<file path="src/rtl/delay_test_pkg.sv">
// Shared definitions for the low-to-high and high-to-low delay test controllers.
package delay_test_pkg;
  localparam int CNT_W_DEFAULT = 8;
  localparam int SYNC_STAGES   = 2;

  typedef enum logic [2:0] {
    ST_IDLE    = 3'd0,
    ST_SETTLE  = 3'd1,
    ST_MEASURE = 3'd2,
    ST_LOAD    = 3'd3,
    ST_FIN     = 3'd4
  } state_e;
endpackage

</file>
<file path="src/rtl/sync2.sv">
// Multi-flop synchroniser for a single asynchronous bit; depth comes from the package.
module sync2
  import delay_test_pkg::*;
(
  input  logic clk,
  input  logic rst_n,
  input  logic d_i,
  output logic q_o
);
  logic [SYNC_STAGES-1:0] sync_q;

  always_ff @(posedge clk or negedge rst_n) begin
    if (!rst_n) sync_q <= '0;
    else        sync_q <= {sync_q[SYNC_STAGES-2:0], d_i};
  end

  assign q_o = sync_q[SYNC_STAGES-1];
endmodule

</file>
<file path="src/rtl/lowtohigh_delay_ctrl.sv">
// Low-to-high delay test controller: settle low, launch a rising edge,
// count cycles until it returns through the synchroniser, then strobe the result.
module lowtohigh_delay_ctrl
  import delay_test_pkg::*;
#(
  parameter int CNT_W       = CNT_W_DEFAULT,
  parameter int SETTLE_CYC  = 4,
  parameter int TIMEOUT_CYC = 255
) (
  input  logic             clk,
  input  logic             rst_n,
  input  logic             start,
  input  logic             path_result,
  output logic             path_input,
  output logic             ld_reg,
  output logic             fin,
  output logic             timeout,
  output logic [CNT_W-1:0] delay_cnt,
  output logic             busy
);
  localparam logic [CNT_W-1:0] SETTLE_LAST = CNT_W'(SETTLE_CYC - 1);
  localparam logic [CNT_W-1:0] TO_VAL      = CNT_W'(TIMEOUT_CYC);

  state_e           state_q, state_d;
  logic [CNT_W-1:0] settle_q, settle_d;
  logic [CNT_W-1:0] cnt_q, cnt_d;
  logic [CNT_W-1:0] dly_q, dly_d;
  logic             tout_q, tout_d;
  logic             res_s;

  sync2 u_sync (
    .clk   (clk),
    .rst_n (rst_n),
    .d_i   (path_result),
    .q_o   (res_s)
  );

  always_ff @(posedge clk or negedge rst_n) begin
    if (!rst_n) begin
      state_q  <= ST_IDLE;
      settle_q <= '0;
      cnt_q    <= '0;
      dly_q    <= '0;
      tout_q   <= 1'b0;
    end else begin
      state_q  <= state_d;
      settle_q <= settle_d;
      cnt_q    <= cnt_d;
      dly_q    <= dly_d;
      tout_q   <= tout_d;
    end
  end

  always_comb begin
    state_d  = state_q;
    settle_d = settle_q;
    cnt_d    = cnt_q;
    dly_d    = dly_q;
    tout_d   = tout_q;
    case (state_q)
      ST_IDLE: begin
        if (start) begin
          state_d  = ST_SETTLE;
          settle_d = '0;
        end
      end
      ST_SETTLE: begin
        // Any high sample restarts the run of consecutive low cycles.
        if (res_s) begin
          settle_d = '0;
        end else if (settle_q == SETTLE_LAST) begin
          state_d = ST_MEASURE;
          cnt_d   = '0;
        end else begin
          settle_d = settle_q + 1'b1;
        end
      end
      ST_MEASURE: begin
        if (res_s) begin
          state_d = ST_LOAD;
          dly_d   = cnt_q;
          tout_d  = 1'b0;
        end else if (cnt_q == TO_VAL) begin
          state_d = ST_LOAD;
          dly_d   = TO_VAL;
          tout_d  = 1'b1;
        end else begin
          cnt_d = cnt_q + 1'b1;
        end
      end
      ST_LOAD: state_d = ST_FIN;
      ST_FIN: begin
        if (!start) state_d = ST_IDLE;
      end
      default: state_d = ST_IDLE;
    endcase
  end

  assign path_input = (state_q == ST_MEASURE) || (state_q == ST_LOAD);
  assign ld_reg     = (state_q == ST_LOAD);
  assign fin        = (state_q == ST_FIN);
  assign busy       = (state_q != ST_IDLE);
  assign timeout    = tout_q;
  assign delay_cnt  = dly_q;
endmodule

</file>
<file path="config.mk">
export PLATFORM = sky130hd
export DESIGN_NAME = lowtohigh_delay_ctrl
export DESIGN_NICKNAME = d
export VERILOG_FILES = /design/src/rtl/delay_test_pkg.sv /design/src/rtl/sync2.sv /design/src/rtl/lowtohigh_delay_ctrl.sv
export SDC_FILE = /design/constraint.sdc
export NUM_CORES = 1
export LEC_CHECK = 0
export CAP_MARGIN = 25
export CORE_ASPECT_RATIO = 1.1
export CORE_MARGIN = 1
export CORE_UTILIZATION = 40
export CTS_CLUSTER_DIAMETER = 40
export DETAILED_ROUTE_END_ITERATION = 8
export GPL_ROUTABILITY_DRIVEN = 1
export PLACE_DENSITY = 0.68
export SYNTH_ARGS = -nofsm -noshare
export SYNTH_HDL_FRONTEND = slang
export SYNTH_SLANG_ARGS = --single-unit
</file>
<file path="constraint.sdc">
create_clock -name clk -period 2.78 [get_ports clk]
set_input_delay 0.278 -clock clk [delete_from_list [all_inputs] [get_ports clk]]
set_output_delay 0.278 -clock clk [all_outputs]
set_load 0.005 [all_outputs]
</file>
==> results.md <==
- The DRC violation count after routing is 0.
- The flop-to-flop setup slack is 800 ps.
- The final count of hold timing violations was 0.
- The capture point of the worst reg-to-reg path is cnt_q[7]$_DFFE_PN0P_.
- The fraction of the yosys area taken by sequential cells is 51.3%.
- Clock-pin slew was measured on the worst setup and hold paths at 90 ps.
- The number of antenna violations at the first check in global routing came to 0.
- The via count of the first global-routing pass was 1068.
- The register area is 751 µm².
- The biggest area contributor in the post-synthesis netlist is sky130_fd_sc_hd__dfrtp_1.
- After synthesis, the netlist uses 36 different library cells.
- The routed length per placed instance is 13.7 µm.
- The clock network latency to the later pin of the worst-skew pair is 320 ps.
- For this run, asynchronously set or reset flops after synthesis account for 100%.
- TritonCTS built the clock tree.
- The floorplan step defined a die boundary enclosing 3900 µm².
- The pre-antenna-repair detailed-routing pass consisted of 4 iterations.
- In this run, synthesis inferred 0 flip-flops with an integrated enable.
- Traced cell by cell, the critical path runs through nor2b_1, and2_1, clkdlybuf4s50_1.
- The fraction of final layout cells with drive strength greater than 1 is 8.81%.
- The synthesized area per cell is 10.6 µm².
- For the pin with the worst max-slew slack, the measured transition is 486 ps.
- The floorplan step set the die width to 59.7 µm.
- The first-pass GRT wire length is 4830 µm.
- In this run the vertical extent of the chip is 65.4 µm.
- The type of destination of the critical path is a primary output.
- The wire-length estimate of the detail-placed layout is 2030 µm.
- From synthesis to final layout, the design area changed by 19.5%.
- In this run the core area contains 22 standard-cell rows.
- No sink is reached through more buffers than the 2 on the longest clock path.
- Power spread over the standard cell area amounts to 667 nW/µm².
- After the last flow step, the layout net total stands at 165.
- The top cell family by delay on the critical path is buffers and inverters.
- The pin count of the biggest net entering global routing is 31.
- In this run the count of I/O pins placed on the die edge is 17.
- The analysis attributes to cell leakage a power of 0.000765 µW.
- The share of the synthesized area in the top cell type is 51.3%.
- In the post-route analysis, the smallest setup slack over all paths is 763 ps.
- The startpoint of the worst-slack reg-to-reg timing path is state_q[0]$_DFFE_PN0P_.
- Setup repair after global routing left no endpoint under its margin.
- The number of sinks handled by clock tree synthesis is 30.
- The count of max-cap constraint violations is 0.
- Buffers inserted to repair hold after CTS numbered 0.
- The normalized max-slew margin is 67.1%.
- For this run, the top clock speed supported by timing is 0.496 GHz.
- Routability-driven placement finished with a final weighted congestion of 0.782.
- Data on the critical path is required at its endpoint by 2500 ps.
- The cell area after technology mapping is 1460 µm².
- Clock skew on the completed layout was measured at 7.30 ps.
- Setup violations remaining at the end of the flow were counted as 0.
- The Yosys warning count is 0.
- The worst-path cell with the longest stage delay is sky130_fd_sc_hd__clkdlybuf4s50_1.
- The setup TNS is 0 ps.
- The clock tree synthesis step divided the H-tree into 2 levels.
- The worst-case reg-to-reg path depth is 4.
- The number of gates resized after CTS was 0.
- The post-route core utilization is 51.2%.
- The number of nets in the synthesized netlist is 144.
- The area of the core region is 3410 µm².
- The maximum VDD drop is 0.000289 V.
- After clock tree synthesis, the setup repair step added 0 buffers.
- The effective utilization at floorplan is 42.9%.
- In the final layout, the multi-input gates occupy 658 µm².
- For this run, the total global-route usage over all layers was measured as 16.5%.
- The total clock buffers created by CTS is 5.
- STA classifies the critical path startpoint as a flip-flop.
- The library cell used most frequently in the layout, excluding fill and tap cells, is sky130_fd_sc_hd__dfrtp_1.
- The startpoint-to-endpoint class of the critical path is flip-flop to primary output.
- The worst hold path belongs to the class primary input to async pin.
- The buffers plus inverters on the worst setup path is 1.
- The run finished with clean final reports.
- The total overflow left after global routing is 0.
- After detailed routing, the number of vias per cell comes to 5.60.
- The critical path's largest stage delay is 510 ps.
- The number of port buffers is 16.
- In the finished design, the share of the clock period the worst path needs comes to 72.6%.
- The aggregate routed wire length is 2840 µm.
- Data on the critical path arrives at its endpoint at 1740 ps.
- The number of pins exceeding their max-slew limit in the final report is 0.
- The most instantiated flip-flop cell in the synthesis netlist is sky130_fd_sc_hd__dfrtp_1.
- The final critical path time including I/O delays and setup is 2020 ps.
- After filler insertion, the fill cell instance count of the layout stands at 345.
- The setup slack at placement is 813 ps.
- In this run the worst path has a maximum fanout of 10.
- In the layout the commonest cells are sky130_fd_sc_hd__dfrtp_1, sky130_fd_sc_hd__clkdlybuf4s50_1, sky130_fd_sc_hd__a21oi_1.
- By area the synthesized netlist is led by sky130_fd_sc_hd__dfrtp_1, sky130_fd_sc_hd__o22a_1, sky130_fd_sc_hd__a21oi_1.
- The number of nets still failing antenna checks after routing is 0.
- The number of instances in the synthesized netlist is 138.
- The total inserted antenna cells is 0.
- The count of vias placed by the detailed router is 1159.
- The number of DRC markers in iteration 0 is 48.
- The cell at the root of the clock tree is sky130_fd_sc_hd__clkbuf_4.
- In this run, synthesis produced a sequential element count of 30.
power breakdown:
group / switching (µW) / internal (µW) / leakage [µW]
combinational: 125 / 135 / 0.000315
sequential: 61.0 / 491 / 0.000406
clock: 144 / 209 / 0.0000443
stage by stage:
stage | std cells | area (µm²) | power, µW | hold slack [ps]
after floorplan | 138 | 1460 | 713 | -17.6
after global placement | 200 | 1670 | 807 | 341
after detailed placement | 200 | 1670 | 823 | 345
after CTS | 207 | 1750 | 1170 | 343
after global routing | 207 | 1750 | 1230 | 367
final | 207 | 1750 | 1170 | 334
Yosys cell counts, drive strengths merged (2+ instances only):
cell type and instances:
a21oi 10, a31oi 8, and2 2, and3 4, buf 3, dfrtp 30, ha 2, inv 6
mux2i 3, nand2 9, nand2b 4, nand3 8, nand3b 2, nor2 3, nor3 2, nor4b 2
o2111ai 2, o21ai 7, o21ba 2, o22a 8, o31ai 3, or3 3, or4 4
registers in the layout (all words and copies together), names as in the netlist:
| name | count |
|---|---|
| settle_q | 8 |
| cnt_q | 8 |
| u_sync.sync_q | 2 |
| timeout | 1 |
| state_q | 3 |
| delay_cnt | 8 |
cell type report:
class,count,area share [%]
multi-input combinational,98,37.7
clock inverter,1,1.72
clock buffer,6,2.93
tap,48,3.44
inverter,6,1.29
timing repair buffer,18,10.0
sequential,30,42.9
how the worst max path moves through the flow:
stage                                      start              endpoint  slack [ps]  cells after the start
final                     state_q[1]$_DFFE_PN0P_                ld_reg         760                      3
after global routing      state_q[1]$_DFFE_PN0P_                ld_reg         640                      3
after CTS                 state_q[1]$_DFFE_PN0P_                ld_reg         750                      3
after detailed placement  state_q[0]$_DFFE_PN0P_  cnt_q[7]$_DFFE_PN0P_         810                      4
after global placement    state_q[0]$_DFFE_PN0P_  cnt_q[7]$_DFFE_PN0P_         820                      4
after floorplan           state_q[0]$_DFFE_PN0P_  cnt_q[5]$_DFFE_PN0P_         870                      6
cell families after synthesis:
kind of cell	count (synthesis)	share of synthesized area, %
AOI/OAI and AO/OA	44	21.0
xor gates and xnor gates	1	0.599
adders and majority gates	2	1.71
buffers and inverters	10	3.68
DFF	30	51.3
muxes	3	2.05
and+or+nand+nor	48	19.7
layer usage:
layer	track usage, %	up-vias	part of all wire [%]
li1	-	564	-
met1	21.7	561	48
met2	25.0	30	47
met3	5.91	4	4.3
met4	5.81	0	0.95
met5	0	-	0
Power figures use the tool's default switching activity.
